--- config.mk ---
export PLATFORM = sky130hd
export DESIGN_NAME = artyz7_button_enable_ctrl_flat
export DESIGN_NICKNAME = d
export VERILOG_FILES = /design/src/rtl/artyz7_button_enable_ctrl_if.sv /design/src/rtl/artyz7_button_enable_ctrl.sv /design/src/flat_wrapper.sv
export SDC_FILE = /design/constraint.sdc
export NUM_CORES = 1
export LEC_CHECK = 0
export CAP_MARGIN = 5
export CELL_PAD_IN_SITES_DETAIL_PLACEMENT = 1
export CELL_PAD_IN_SITES_GLOBAL_PLACEMENT = 1
export CORE_MARGIN = 1
export CORE_UTILIZATION = 30
export CTS_CLUSTER_SIZE = 20
export DETAILED_ROUTE_END_ITERATION = 8
export GPL_TIMING_DRIVEN = 0
export PLACE_DENSITY_LB_ADDON = 0.1
export SLEW_MARGIN = 5
export SYNTH_ARGS = -nofsm -noshare
export SYNTH_HDL_FRONTEND = slang
export SYNTH_SLANG_ARGS = --single-unit
--- constraint.sdc ---
create_clock -name ext_clk -period 1.6 [get_ports ext_clk]
set_input_delay 0.32 -clock ext_clk [delete_from_list [all_inputs] [get_ports ext_clk]]
set_output_delay 0.32 -clock ext_clk [all_outputs]
set_load 0.005 [all_outputs]
--- src/rtl/artyz7_button_enable_ctrl_if.sv ---
// Button/enable bundle between the board push-buttons and the LED enable logic.
// The master drives the raw buttons; the slave (the controller) returns the
// per-channel LED enables and the one-cycle press strobes.
interface artyz7_button_enable_ctrl_if #(
    parameter int num_channels = 2
);
    logic [num_channels-1:0] button;
    logic [num_channels-1:0] enable_led;
    logic [num_channels-1:0] press_strobe;

    modport master (
        output button,
        input  enable_led,
        input  press_strobe
    );

    modport slave (
        input  button,
        output enable_led,
        output press_strobe
    );
endinterface

--- src/rtl/artyz7_button_enable_ctrl.sv ---
// Push-button enable controller for the Arty Z7 LED driver.
// Each raw button is synchronised, sampled once more, then debounced.
// Every accepted press steps that channel's mode OFF -> ON -> BLINK -> OFF.
// The LED enable is decoded from the mode and registered. In BLINK it follows
// a blink phase shared by all channels, so every blinking LED is in step.
module artyz7_button_enable_ctrl #(
    parameter int num_channels             = 2,
    parameter int debounce_cycles          = 125000,
    parameter int blink_half_period_cycles = 62500000
) (
    input  logic                             ext_clk,
    input  logic                             reset_n,
    artyz7_button_enable_ctrl_if.slave       bus
);

    localparam int DB_W = $clog2(debounce_cycles) + 1;
    localparam int BL_W = $clog2(blink_half_period_cycles) + 1;
    localparam logic [DB_W-1:0] DB_LAST = DB_W'(debounce_cycles - 1);
    localparam logic [BL_W-1:0] BL_LAST = BL_W'(blink_half_period_cycles - 1);

    // Elaboration-time parameter sanity checks.
    if (num_channels < 1) begin : g_bad_num_channels
        $error("num_channels must be >= 1");
    end
    if (debounce_cycles < 1) begin : g_bad_debounce_cycles
        $error("debounce_cycles must be >= 1");
    end
    if (blink_half_period_cycles < 1) begin : g_bad_blink_half_period
        $error("blink_half_period_cycles must be >= 1");
    end

    typedef enum logic [1:0] {
        MODE_OFF   = 2'd0,
        MODE_ON    = 2'd1,
        MODE_BLINK = 2'd2
    } mode_e;

    // Two-flop synchroniser, then one sample register that feeds the debouncer.
    // The sample stage puts the first debounce decision one edge after the
    // synchronised level is available, giving debounce_cycles+2 edges from the
    // first pin sample to the accepted level.
    logic [num_channels-1:0] sync1_q;
    logic [num_channels-1:0] sync2_q;
    logic [num_channels-1:0] level_q;

    logic [num_channels-1:0] debounced_q, debounced_d;
    logic [num_channels-1:0] strobe_q,    strobe_d;
    logic [num_channels-1:0] enable_q,    enable_d;
    logic [DB_W-1:0]         db_cnt_q [num_channels];
    logic [DB_W-1:0]         db_cnt_d [num_channels];
    mode_e                   mode_q   [num_channels];
    mode_e                   mode_d   [num_channels];

    logic [BL_W-1:0]         blink_cnt_q, blink_cnt_d;
    logic                    phase_q,     phase_d;

    // Synchroniser chain and debouncer sample register.
    always_ff @(posedge ext_clk or negedge reset_n) begin
        if (!reset_n) begin
            sync1_q <= {num_channels{1'b0}};
            sync2_q <= {num_channels{1'b0}};
            level_q <= {num_channels{1'b0}};
        end else begin
            sync1_q <= bus.button;
            sync2_q <= sync1_q;
            level_q <= sync2_q;
        end
    end

    // Debounce counters; a rising acceptance also raises the press strobe.
    always_comb begin
        debounced_d = debounced_q;
        strobe_d    = {num_channels{1'b0}};
        for (int i = 0; i < num_channels; i++) begin
            db_cnt_d[i] = db_cnt_q[i];
            if (level_q[i] == debounced_q[i]) begin
                db_cnt_d[i] = {DB_W{1'b0}};
            end else if (db_cnt_q[i] == DB_LAST) begin
                debounced_d[i] = level_q[i];
                db_cnt_d[i]    = {DB_W{1'b0}};
                strobe_d[i]    = level_q[i];
            end else begin
                db_cnt_d[i] = db_cnt_q[i] + DB_W'(1);
            end
        end
    end

    // Mode next-state: each strobe advances that channel one step.
    always_comb begin
        for (int i = 0; i < num_channels; i++) begin
            mode_d[i] = mode_q[i];
            if (strobe_q[i]) begin
                case (mode_q[i])
                    MODE_OFF:   mode_d[i] = MODE_ON;
                    MODE_ON:    mode_d[i] = MODE_BLINK;
                    MODE_BLINK: mode_d[i] = MODE_OFF;
                    default:    mode_d[i] = MODE_OFF;
                endcase
            end else begin
                mode_d[i] = mode_q[i];
            end
        end
    end

    // Output decode from the registered mode, so the enable never glitches.
    always_comb begin
        enable_d = {num_channels{1'b0}};
        for (int i = 0; i < num_channels; i++) begin
            case (mode_q[i])
                MODE_OFF:   enable_d[i] = 1'b0;
                MODE_ON:    enable_d[i] = 1'b1;
                MODE_BLINK: enable_d[i] = phase_q;
                default:    enable_d[i] = 1'b0;
            endcase
        end
    end

    // Shared blink prescaler; runs in every mode to keep channels aligned.
    always_comb begin
        if (blink_cnt_q == BL_LAST) begin
            blink_cnt_d = {BL_W{1'b0}};
            phase_d     = ~phase_q;
        end else begin
            blink_cnt_d = blink_cnt_q + BL_W'(1);
            phase_d     = phase_q;
        end
    end

    // State registers for debounce, mode, outputs and prescaler.
    always_ff @(posedge ext_clk or negedge reset_n) begin
        if (!reset_n) begin
            debounced_q <= {num_channels{1'b0}};
            strobe_q    <= {num_channels{1'b0}};
            enable_q    <= {num_channels{1'b0}};
            blink_cnt_q <= {BL_W{1'b0}};
            phase_q     <= 1'b0;
            for (int i = 0; i < num_channels; i++) begin
                db_cnt_q[i] <= {DB_W{1'b0}};
                mode_q[i]   <= MODE_OFF;
            end
        end else begin
            debounced_q <= debounced_d;
            strobe_q    <= strobe_d;
            enable_q    <= enable_d;
            blink_cnt_q <= blink_cnt_d;
            phase_q     <= phase_d;
            for (int i = 0; i < num_channels; i++) begin
                db_cnt_q[i] <= db_cnt_d[i];
                mode_q[i]   <= mode_d[i];
            end
        end
    end

    assign bus.enable_led   = enable_q;
    assign bus.press_strobe = strobe_q;

endmodule

--- src/flat_wrapper.sv ---
// flat-port wrapper written by rule: the top's interface ports become plain ports
module artyz7_button_enable_ctrl_flat 
#(
    parameter int num_channels             = 2,
    parameter int debounce_cycles          = 125000,
    parameter int blink_half_period_cycles = 62500000
)
  (ext_clk, reset_n, bus_button, bus_enable_led, bus_press_strobe);
  artyz7_button_enable_ctrl_if #(.num_channels(num_channels)) bus_i ();
  input  logic ext_clk;
  input  logic reset_n;
  input wire logic [$bits(bus_i.button)-1:0] bus_button;
  output wire logic [$bits(bus_i.enable_led)-1:0] bus_enable_led;
  output wire logic [$bits(bus_i.press_strobe)-1:0] bus_press_strobe;
  assign bus_i.button = bus_button;
  assign bus_enable_led = bus_i.enable_led;
  assign bus_press_strobe = bus_i.press_strobe;
  artyz7_button_enable_ctrl #(.num_channels(num_channels), .debounce_cycles(debounce_cycles), .blink_half_period_cycles(blink_half_period_cycles)) u_core (.ext_clk(ext_clk), .reset_n(reset_n), .bus(bus_i));
endmodule
; ---- Word-level counts from Yosys, hierarchy flattened
; Index checks and enable logic that the tools add are counted.
[word_totals]
reg_bits = 80
inputBits = 4
out_inout_bits = 4
elab_cells = 45
[classes]
addsub = 3
n_eq_ne = 9
mux = 13
bitwise_logic = 3
reduce_logical = 4
[ops]
columns = operator, count
row1 = 2-to-1 mux 18 bit, 4
row2 = adder 18 x 1 -> 18 bit (second input constant), 2
row3 = == test 18 x 17 -> 1 bit (second input constant), 2
row4 = adder 27 x 1 -> 27 bit (second input constant), 1
row5 = == test 27 x 26 -> 1 bit (second input constant), 1
row6 = 2-to-1 mux 27 bit, 1
row7 = one-hot mux 2 bit (2 select lines), 2
row8 = == test 2 x 1 -> 1 bit (second input constant), 2
row9 = == test 2 bit (second input constant), 2
row10 = zero test 2 bit, 2
row11 = 2-to-1 mux 1 bit, 4
row12 = one-hot mux 1 bit (2 select lines), 2
row13 = AND reduction 2 bit, 2
row14 = NOT 1 bit, 3
row15 = == test 1 bit, 2

; ---- Longest topological paths before layout
; Gate-level depths: netlist of the first run.
[depth]
word_depth = 3
depth_mapped = 7
ltp_nobuf = 6

; ---- Least setup slack after synthesis of the first run
; No wires, ideal clock.
[synth_path]
kind = register to register
startpoint = register u_core.blink_cnt_q[8]
endpoint = register u_core.blink_cnt_q[23]
setup_time_ns = 0.124
arrival_ns = 1.665
t_required_ns = 1.476
slack_ns = -0.189
path_stages_with_launch = 6
cell_sequence = dfrtp_1 > or4b_1 > nor3_2 > nand4_2 > and3_1 > a211o_1
[synth_via]
elab_chain_cells = 2
[synth_lines]
columns = item, line_no
row1 = "start, declared", artyz7_button_enable_ctrl.sv:54  ; logic [BL_W-1:0] blink_cnt_q, blink_cnt_d;
row2 = "start signal, assigned", artyz7_button_enable_ctrl.sv:135  ; blink_cnt_q <= {BL_W{1'b0}};
row3 = "start signal, assigned", artyz7_button_enable_ctrl.sv:145  ; blink_cnt_q <= blink_cnt_d;
row4 = adder 27 x 1 -> 27 bit / == test 27 x 26 -> 1 bit (equally long branches), "artyz7_button_enable_ctrl.sv:124, artyz7_button_enable_ctrl.sv:120"
row5 = 2-to-1 mux 27 bit (*), artyz7_button_enable_ctrl.sv:120  ; if (blink_cnt_q == BL_LAST) begin
row6 = via u_core.blink_cnt_d[23], artyz7_button_enable_ctrl.sv:54
; Mark *: on every way through the listed nets, which the timed path passes. The rest lies on a longest branch.
; A chain may end at the register's enable or synchronous reset.

; ---- Final worst setup path of the first run
; Same ends and word-level chain as after synthesis.

==> results of run 1 <==
[flip-flops by register name, indices dropped and copies added, names as in the netlist]
signal and count:
u_core.bus.enable_led 2, u_core.blink_cnt_q 27, u_core.mode_q 4, u_core.sync2_q 2, u_core.db_cnt_q 36, u_core.bus.press_strobe 2, u_core.sync1_q 2, u_core.level_q 2
u_core.debounced_q 2, u_core.phase_q 1
[through the flow]
stage	instances	power, µW
after global placement	543	2190
after global routing	592	4460
after detailed placement	544	2200
final	592	4280
after floorplan	368	2120
after CTS	584	4360
[cells by family after synthesis]
kind of cell	after synthesis	synth area share [%]
adder cells (fa/ha/maj)	9	2.99
AND/OR/NAND/NOR	196	27.2
buffers and inverters	15	1.69
AO/OA/AOI/OAI	12	1.83
XOR/XNOR	54	12.6
flip-flops	80	53.2
multiplexers	2	0.598
[power by group through the flow]
stage / Combinational [µW] / Sequential (µW) / Clock, µW
2_1_floorplan: 33.4 / 2090 / 0
3_3_place_gp: 93.3 / 2090 / 0
3_5_place_dp: 103 / 2090 / 0
4_1_cts: 151 / 2060 / 2150
5_1_grt: 175 / 2060 / 2220
6_report: 155 / 2060 / 2060
[metal layers]
| layer | global-route usage [%] | routed length [µm] | share of wire [%] | up-vias |
|---|---|---|---|---|
| li1 | - | - | - | 1362 |
| met1 | 19.6 | 4190 | 47 | 1429 |
| met2 | 25.2 | 4460 | 50 | 18 |
| met3 | 4.94 | 214 | 2.4 | 8 |
| met4 | 4.68 | 101 | 1.1 | 0 |
| met5 | 0 | 0 | 0 | - |
[worst max-delay path, cell delays in order (launching register included)]
cell	delay, ns
dfrtp_2	0.40
or4b_4	0.55
nor3_4	0.18
nand4_4	0.18
and3_4	0.22
a211o_1	0.25
[synth_stat cells]
library cell  count  share of area (%)
dfrtp_1          80                 53
nor2_1           58                5.8
nand2_1          33                3.3
nand3_1          33                4.4
xor2_1           32                7.4
xnor2_1          22                5.1
nand4_1          16                2.7
and3_1           11                1.8
nor3_1           11                1.5
ha_1              9                3.0
inv_1             9               0.90
o21ai_0           7               0.93
nor4_1            6                1.0
nor4b_1           5                1.2
and4_1            4               0.93
nor3b_1           3               0.60
a21oi_1           2               0.27
and2_1            2               0.33
buf_2             2               0.27
clkbuf_1          2               0.20
mux2_2            2               0.60
nand2b_1          2               0.33
nor2b_1           2               0.33
o211ai_1          2               0.40
or4b_1            2               0.53
a211o_1           1               0.23
and3_2            1               0.20
buf_4             1               0.20
clkbuf_2          1               0.13
nand4_2           1               0.33
nand4_4           1               0.56
nor3_2            1               0.27
nor4_4            1               0.56
or2b_1            1               0.20
or3_1             1               0.17
or3b_1            1               0.23
[layout make-up]
cell class / count / area, µm² / share of cell area, %
Clock buffer: 9 / 225 / 4.47
Clock inverter: 7 / 72.6 / 1.44
Timing Repair Buffer: 40 / 413 / 8.19
Buffer: 6 / 61.3 / 1.22
Tap cell: 168 / 210 / 4.17
Multi-Input combinational cell: 273 / 2010 / 39.8
Inverter: 9 / 33.8 / 0.670
Sequential cell: 80 / 2020 / 40.0
[worst max path at each step]
stage	slack, ns	startpoint	to	depth (start not counted)
after global routing	-0.38	u_core.blink_cnt_q[4]	u_core.blink_cnt_q[23]	5
after detailed placement	-0.48	u_core.blink_cnt_q[2]	u_core.blink_cnt_q[25]	5
after floorplan	-0.18	u_core.blink_cnt_q[8]	u_core.blink_cnt_q[23]	5
after CTS	-0.27	u_core.blink_cnt_q[8]	u_core.blink_cnt_q[23]	5
final	-0.29	u_core.blink_cnt_q[8]	u_core.blink_cnt_q[23]	5
after global placement	-2.83	reset_n	u_core.blink_cnt_q[12]	1
[timing repair]
item,CTS,global route
hold buffers,1,0
cloned,1,1
pin swaps,20,18
endpoints found under the hold margin,36,0
buffers inserted,22,9
gates resized for setup,44,53
endpoints found under the setup margin,61,63
==> flow_summary_export.csv, run 1 <==
group,metric,value,unit
place,gp_congestion,0.742,
sta,fmax,528,MHz
floorplanning,num_io_pins,8,
floorplanning,coreArea,12100,µm²
finish,fillers,1341,
clock_tree,cts_buffer_depth,2,
power,p_int,3320,µW
synth,ys_ff_latch,80,
global_route,grt-ovfl-total,0,
sta,finalSetupTns,-6.04,ns
global_route,antenna_found_initial,0,
setup_path,cp-end-kind,"flip-flop",
clock_tree,cts_root_buf,"clkbuf_16",
outcome,outcome,"finished, violations left",
power,power_density,849,nW/µm²
setup_path,crit_fanout,4,
route,antenna_left,0,
synth,synth_area,3760,µm²
finish,final_common_cell,"dfrtp_1",
synth,yosysSeqAreaShare,53.2,%
sta,final.period_utilization,118,%
floorplanning,die_y,114,µm
place,dpl_cell_area,4080,µm²
clock_tree,clkLatencyLatePin,0.34,ns
setup_path,startpoint_type,"flip-flop",
finish,nets,432,
route,wl_per_cell,15.1,µm
synth,synthCells,368,
power,swShare,22.4,%
clock_tree,tritoncts,"done",
route,drt_iter0_markers,96,
sta,skew,0.00363,ns
setup_path,timing.rr.start,"u_core.blink_cnt_q[8]",
setup_path,arrival,2.12,ns
power,net-switching-power,960,µW
setup_path,worstReg2RegEnd,"u_core.blink_cnt_q[23]",
synth,synth_warnings,0,
route,vias,2817,
sta,fin_ws,-0.295,ns
finish,final_area,5040,µm²
floorplanning,die_area,13000,µm²
setup_path,crit_type,"flip-flop to flip-flop",
worst_hold_path,hold_class,"flip-flop to flip-flop",
sta,rsz0062_at_grt,"true",
finish,final_cell_mix,"dfrtp_1 (69), nor2_1 (38), xor2_1 (32)",
worst_hold_path,hold_end,"u_core.level_q[1]",
global_route,grt_pass1_wl,15400,µm
place,port_buffers,7,
power,irDropWorstVdd,557,µV
route,drc,0,
sta,holdWs,0.349,ns
worst_hold_path,hp-start,"u_core.sync2_q[1]",
floorplanning,start_util,31.1,%
finish,post-route-util,41.6,%
setup_path,cp.required,1.83,ns
power,power_frac_clock,48.2,%
place,hpwl,5560,µm
finish,area_delta_synth_final,33.9,%
synth,syn_area_per_cell,10.2,µm²
worst_hold_path,min_path_cells,0,
power,p_leak,0.00215,µW
synth,yosysUniqueCellTypes,36,
power,p_seq_share,48.2,%
place,dpl_worst_slack,-0.478,ns
global_route,grt_pass1_vias,2994,
finish,layout-drive-gt1-share,29.0,%
finish,n_antenna_cell,0,
sta,period_needed,1.89,ns
sta,setup_viol,38,
sta,tightest_slew,0.511,ns
power,p_comb_share,3.6,%
route,drt_pass1_iterations,6,
sta,drv_slew,0,
floorplanning,num_rows,40,
floorplanning,die_w,114,µm
synth,syn_nets,381,
global_route,grt_max_degree,45,
sta,relSlewSlack,65.5,%
setup_path,rrSetupSlack,-0.29,ns
setup_path,r2r_cells,5,
outcome,violations,"setup timing",
route,wl,8960,µm
global_route,grt_use_total,15.5,%
clock_tree,path_clk_slew,0.06,ns
clock_tree,clock_sinks,80,
flow_run,cap_violations,0,
sta,hold_violations,0,
clock_tree,h-tree-depth,3,
route,vias_per_cell,4.76,
clock_tree,cts_buffers,9,
Note: power is estimated with default switching activity, not from simulation.
==> run 2: changes to the inputs <==
--- a/config.mk
+++ b/config.mk
@@ -7,8 +7,7 @@
 export LEC_CHECK = 0
 export CAP_MARGIN = 5
 export CELL_PAD_IN_SITES_DETAIL_PLACEMENT = 1
-export CELL_PAD_IN_SITES_GLOBAL_PLACEMENT = 1
-export CORE_MARGIN = 1
+export CELL_PAD_IN_SITES_GLOBAL_PLACEMENT = 2
 export CORE_UTILIZATION = 30
 export CTS_CLUSTER_SIZE = 20
 export DETAILED_ROUTE_END_ITERATION = 8
==> flow_summary_export.csv, run 2 (synthesis results as in run 1) <==
group,metric,value,unit
clock_tree,cts_buffers,9,
global_route,grt_use_total,15.2,%
place,dp_cells,544,
sta,fmax,532,MHz
finish,top_regs,"u_core.db_cnt_q: 36 flops, u_core.blink_cnt_q: 27 flops, u_core.mode_q: 4 flops",
clock_tree,clkLatencyLatePin,0.34,ns
setup_path,path_buf_inv,0,
route,wl_per_cell,14.8,µm
sta,final.period_utilization,118,%
floorplanning,num_rows,40,
sta,fin_ws,-0.280,ns
sta,rsz0062_at_grt,"true",
setup_path,crit_cells,5,
outcome,outcome,"finished, violations left",
flow_run,cap_violations,0,
floorplanning,die_y,114,µm
finish,layout-drive-gt1-share,28.6,%
floorplanning,start_util,31.1,%
finish,final_cells,591,
setup_path,cp-end-kind,"flip-flop",
sta,drv_slew,0,
setup_path,crit_path_cell_trace,"or4b_4 -> nor3_4 -> nand4_4 -> and3_4 -> a211o_1",
clock_tree,path_clk_slew,0.07,ns
worst_hold_path,hold_class,"flip-flop to flip-flop",
clock_tree,cts_root_buf,"clkbuf_16",
route,drt_pass1_iterations,4,
floorplanning,coreArea,12100,µm²
worst_hold_path,min_path_cells,0,
place,gp_congestion,0.724,
setup_path,startpoint_type,"flip-flop",
setup_path,timing.rr.start,"u_core.blink_cnt_q[9]",
route,drc,0,
clock_tree,clock_sinks,80,
route,vias,2762,
route,drt_iter0_markers,115,
worst_hold_path,hp-start,"u_core.sync1_q[0]",
place,dpl_worst_slack,-0.516,ns
place,hpwl,5570,µm
clock_tree,tritoncts,"done",
route,vias_per_cell,4.67,
setup_path,cp.required,1.82,ns
sta,setup_viol,35,
global_route,grt_max_degree,45,
global_route,grt_pass1_wl,15300,µm
setup_path,r2r_cells,5,
sta,period_needed,1.88,ns
floorplanning,num_io_pins,8,
global_route,grt-ovfl-total,0,
setup_path,slowest_stage,"or4b_4",
finish,final_common_cell,"dfrtp_1",
sta,tightest_slew,0.661,ns
sta,hold_violations,0,
clock_tree,cts_buffer_depth,2,
setup_path,crit_type,"flip-flop to flip-flop",
setup_path,worstReg2RegEnd,"u_core.blink_cnt_q[23]",
finish,area_delta_synth_final,34.3,%
power,p_leak,0.00216,µW
setup_path,crit_path_max_incr_delay,0.55,ns
place,port_buffers,7,
global_route,grt_pass1_vias,2977,
finish,largest_register_ffs,36,
clock_tree,h-tree-depth,3,
finish,multiInputGateArea,2030,µm²
sta,relSlewSlack,55.3,%
finish,fillers,1330,
finish,top_register,"u_core.db_cnt_q",
finish,n_antenna_cell,0,
setup_path,crit_fanout,4,
worst_hold_path,hold_end,"u_core.sync2_q[0]",
sta,skew,0.00939,ns
outcome,violations,"setup timing",
finish,register_area,2010,µm²
route,antenna_left,0,
setup_path,crit_family,"simple AND/OR/NAND/NOR gates",
setup_path,arrival,2.10,ns
power,power_density,889,nW/µm²
setup_path,rrSetupSlack,-0.28,ns
floorplanning,die_w,114,µm
floorplanning,die_area,13000,µm²
power,irDropWorstVdd,463,µV
finish,nets,431,
route,wl,8770,µm
finish,final_cell_mix,"dfrtp_1 (70), nor2_1 (37), nand3_1 (30), xor2_1 (30), nand2_1 (29)",
global_route,antenna_found_initial,0,
[run 2: cell types whose count changed in the layout (fill, tap and decap cells not counted), moves of 3 or more]
cell	previous run	this run
nor2_2	18	15
buf_6	11	8
buf_4	20	24
nor2_4	2	6
[run 2: how the worst max path moves through the flow]
stage	start	end	slack, ns
2_1_floorplan	u_core.blink_cnt_q[8]	u_core.blink_cnt_q[23]	-0.18
3_3_place_gp	reset_n	u_core.blink_cnt_q[12]	-2.91
3_5_place_dp	u_core.blink_cnt_q[0]	u_core.blink_cnt_q[26]	-0.52
4_1_cts	u_core.blink_cnt_q[8]	u_core.blink_cnt_q[23]	-0.31
5_1_grt	u_core.blink_cnt_q[9]	u_core.blink_cnt_q[10]	-0.36
6_report	u_core.blink_cnt_q[9]	u_core.blink_cnt_q[23]	-0.28
[run 2: routing by layer]
| layer | vias to the layer above | share of wire [%] | track usage, % |
|---|---|---|---|
| li1 | 1353 | - | - |
| met3 | 10 | 1.8 | 3.35 |
| met1 | 1382 | 49 | 20.2 |
| met4 | 0 | 1.4 | 4.94 |
| met2 | 17 | 48 | 24.6 |
| met5 | - | 0 | 0 |
[run 2: final cells by class]
cell class,count,share of cell area [%]
clock buffer,10,4.73
clock inverter,6,1.78
multi-input combinational,273,40.2
timing repair buffer,39,7.37
sequential,80,39.8
tap,168,4.16
inverter,9,0.668
buffer,6,1.29
[run 2: repair_timing]
action | 4_1_cts | 5_1_grt
resized for setup | 53 | 43
hold endpoints to repair | 36 | 0
gates cloned | 1 | 0
setup endpoints to repair | 62 | 63
pin swaps | 27 | 17
setup buffers | 23 | 6
hold buffers | 1 | 0
[run 2: stage by stage]
stage                     cell area (µm²)  util [%]  setup TNS (ns)  hold WS (ns)  total power (µW)
after floorplan                      3780         -           -1.26        0.0244              2120
after global placement               4060      33.5         -250.04         0.332              2190
after detailed placement             4080      33.7          -17.67         0.336              2200
after CTS                            4820      39.8           -6.12         0.353              4570
after global routing                 5060      41.7           -8.57         0.361              4660
final                                5060      41.7           -5.41         0.347              4500
[run 2: where the power goes]
| group | internal, µW | switching [µW] |
|---|---|---|
| logic | 67.3 | 85.1 |
| clock network | 1420 | 867 |
| registers | 2040 | 18.8 |
| total | 3520 | 971 |
[run 2: worst register-to-register path, stage by stage, from the launching register on]
cell and delay, ns:
dfrtp_2 0.41, or4b_4 0.55, nor3_4 0.21, nand4_4 0.15
and3_4 0.23, a211o_1 0.22
==> run 3: changes to the inputs <==
--- a/config.mk
+++ b/config.mk
@@ -13,6 +13,7 @@
 export DETAILED_ROUTE_END_ITERATION = 8
 export GPL_TIMING_DRIVEN = 0
 export PLACE_DENSITY_LB_ADDON = 0.1
+export RECOVER_POWER = 25
 export SLEW_MARGIN = 5
 export SYNTH_ARGS = -nofsm -noshare
 export SYNTH_HDL_FRONTEND = slang
==> flow_summary_export.csv, run 3 (synthesis results as in run 1) <==
group,metric,value,unit
route,wl_per_cell,14.8,µm
route,drt_pass1_iterations,4,
setup_path,crit_fanout,4,
finish,multiInputGateArea,2030,µm²
power,power,4490,µW
sta,skew,0.00939,ns
global_route,grt_pass1_wl,15300,µm
finish,n_antenna_cell,0,
finish,final_cell_mix,"dfrtp_1 (70), nor2_1 (37), nand3_1 (30), xor2_1 (30), nand2_1 (29)",
floorplanning,num_rows,40,
setup_path,cp.required,1.82,ns
outcome,outcome,"finished, violations left",
route,vias_per_cell,4.68,
sta,setup_viol,35,
clock_tree,clock_sinks,80,
finish,fillers,1330,
sta,fin_ws,-0.281,ns
place,dpl_worst_slack,-0.516,ns
route,drt_iter0_markers,115,
setup_path,r2r_cells,5,
floorplanning,die_area,13000,µm²
finish,largest_register_ffs,36,
floorplanning,die_w,114,µm
finish,nets,431,
global_route,grt-ovfl-total,0,
floorplanning,num_io_pins,8,
place,gp_congestion,0.724,
clock_tree,path_clk_slew,0.07,ns
clock_tree,tritoncts,"done",
setup_path,timing.rr.start,"u_core.blink_cnt_q[9]",
sta,rsz0062_at_grt,"true",
finish,final_common_cell,"dfrtp_1",
setup_path,worstReg2RegEnd,"u_core.blink_cnt_q[23]",
place,port_buffers,7,
finish,final_area,5050,µm²
setup_path,rrSetupSlack,-0.28,ns
global_route,grt_use_total,15.2,%
global_route,grt_pass1_vias,2977,
worst_hold_path,min_path_cells,0,
worst_hold_path,hold_class,"flip-flop to flip-flop",
sta,final.period_utilization,118,%
sta,drv_slew,0,
clock_tree,cts_buffers,9,
worst_hold_path,hp-start,"u_core.sync1_q[0]",
sta,period_needed,1.88,ns
finish,area_delta_synth_final,34.2,%
finish,register_area,2010,µm²
route,vias,2766,
finish,layout-drive-gt1-share,28.6,%
route,wl,8770,µm
floorplanning,die_y,114,µm
setup_path,crit_type,"flip-flop to flip-flop",
global_route,grt_max_degree,45,
setup_path,startpoint_type,"flip-flop",
place,hpwl,5570,µm
finish,post-route-util,41.7,%
flow_run,cap_violations,0,
clock_tree,clkLatencyLatePin,0.34,ns
sta,tightest_slew,1.02,ns
setup_path,cp-end-kind,"flip-flop",
route,antenna_left,0,
sta,relSlewSlack,32.3,%
power,p_leak,0.00216,µW
place,dpl_cell_area,4080,µm²
finish,top_regs,"u_core.db_cnt_q: 36 flops, u_core.blink_cnt_q: 27 flops, u_core.mode_q: 4 flops",
clock_tree,h-tree-depth,3,
worst_hold_path,hold_end,"u_core.sync2_q[0]",
sta,holdWs,0.347,ns
power,irDropWorstVdd,463,µV
floorplanning,coreArea,12100,µm²
finish,top_register,"u_core.db_cnt_q",
clock_tree,cts_buffer_depth,2,
clock_tree,cts_root_buf,"clkbuf_16",
power,power_density,889,nW/µm²
setup_path,arrival,2.10,ns
global_route,antenna_found_initial,0,
route,drc,0,
outcome,violations,"setup timing",
sta,hold_violations,0,
sta,fmax,532,MHz
floorplanning,start_util,31.1,%
run 3: cell types whose count changed in the layout (fill, tap and decap cells not counted), sizes merged:
cell | before | now
dlygate4sd3 | 1 | 3
clkbuf | 13 | 14
buf | 35 | 34
clkdlybuf4s50 | 6 | 4
run 3: per-stage QoR:
stage          cells  setup TNS (ns)
3_5_place_dp     544          -17.67
2_1_floorplan    368           -1.26
5_1_grt          591          -10.95
3_3_place_gp     543         -250.04
6_report         591           -5.41
4_1_cts          585           -6.12
run 3: worst max-delay path, cell delays in order, from the launching register on:
cell     delay (ns)
dfrtp_2        0.41
or4b_4         0.55
nor3_4         0.21
nand4_4        0.15
and3_4         0.23
a211o_1        0.22
run 3: how the worst max path moves through the flow:
stage,start,endpoint,slack [ns]
2_1_floorplan,u_core.blink_cnt_q[8],u_core.blink_cnt_q[23],-0.18
3_3_place_gp,reset_n,u_core.blink_cnt_q[12],-2.91
3_5_place_dp,u_core.blink_cnt_q[0],u_core.blink_cnt_q[26],-0.52
4_1_cts,u_core.blink_cnt_q[8],u_core.blink_cnt_q[23],-0.31
5_1_grt,u_core.blink_cnt_q[9],u_core.blink_cnt_q[10],-0.36
6_report,u_core.blink_cnt_q[9],u_core.blink_cnt_q[23],-0.28
run 3: per-layer routing:
layer / global-route usage (%) / routed length, µm
met5: 0 / 0
met3: 3.35 / 161
met1: 20.2 / 4300
met2: 24.6 / 4190
met4: 4.94 / 125
run 3: power breakdown:
group,switching (µW),internal [µW],leakage [µW]
Clock,867,1420,0.000159
Combinational,85.1,65.6,0.000928
Sequential,18.8,2040,0.00107
run 3: cell type report:
type / count / area share, %
clock inverters: 6 / 1.78
flip-flops and latches: 80 / 39.9
multi-input cells: 273 / 40.2
well taps: 168 / 4.16
inverters: 9 / 0.668
plain buffers: 6 / 1.29
clock buffers: 10 / 4.73
repair buffers: 39 / 7.33
run 3: repair_timing:
item,4_1_cts,5_1_grt
endpoints found under the hold margin,36,0
pin swaps,27,17
setup buffers,23,6
cloned,1,0
endpoints found under the setup margin,62,63
hold buffers,1,0
resized for setup,53,43
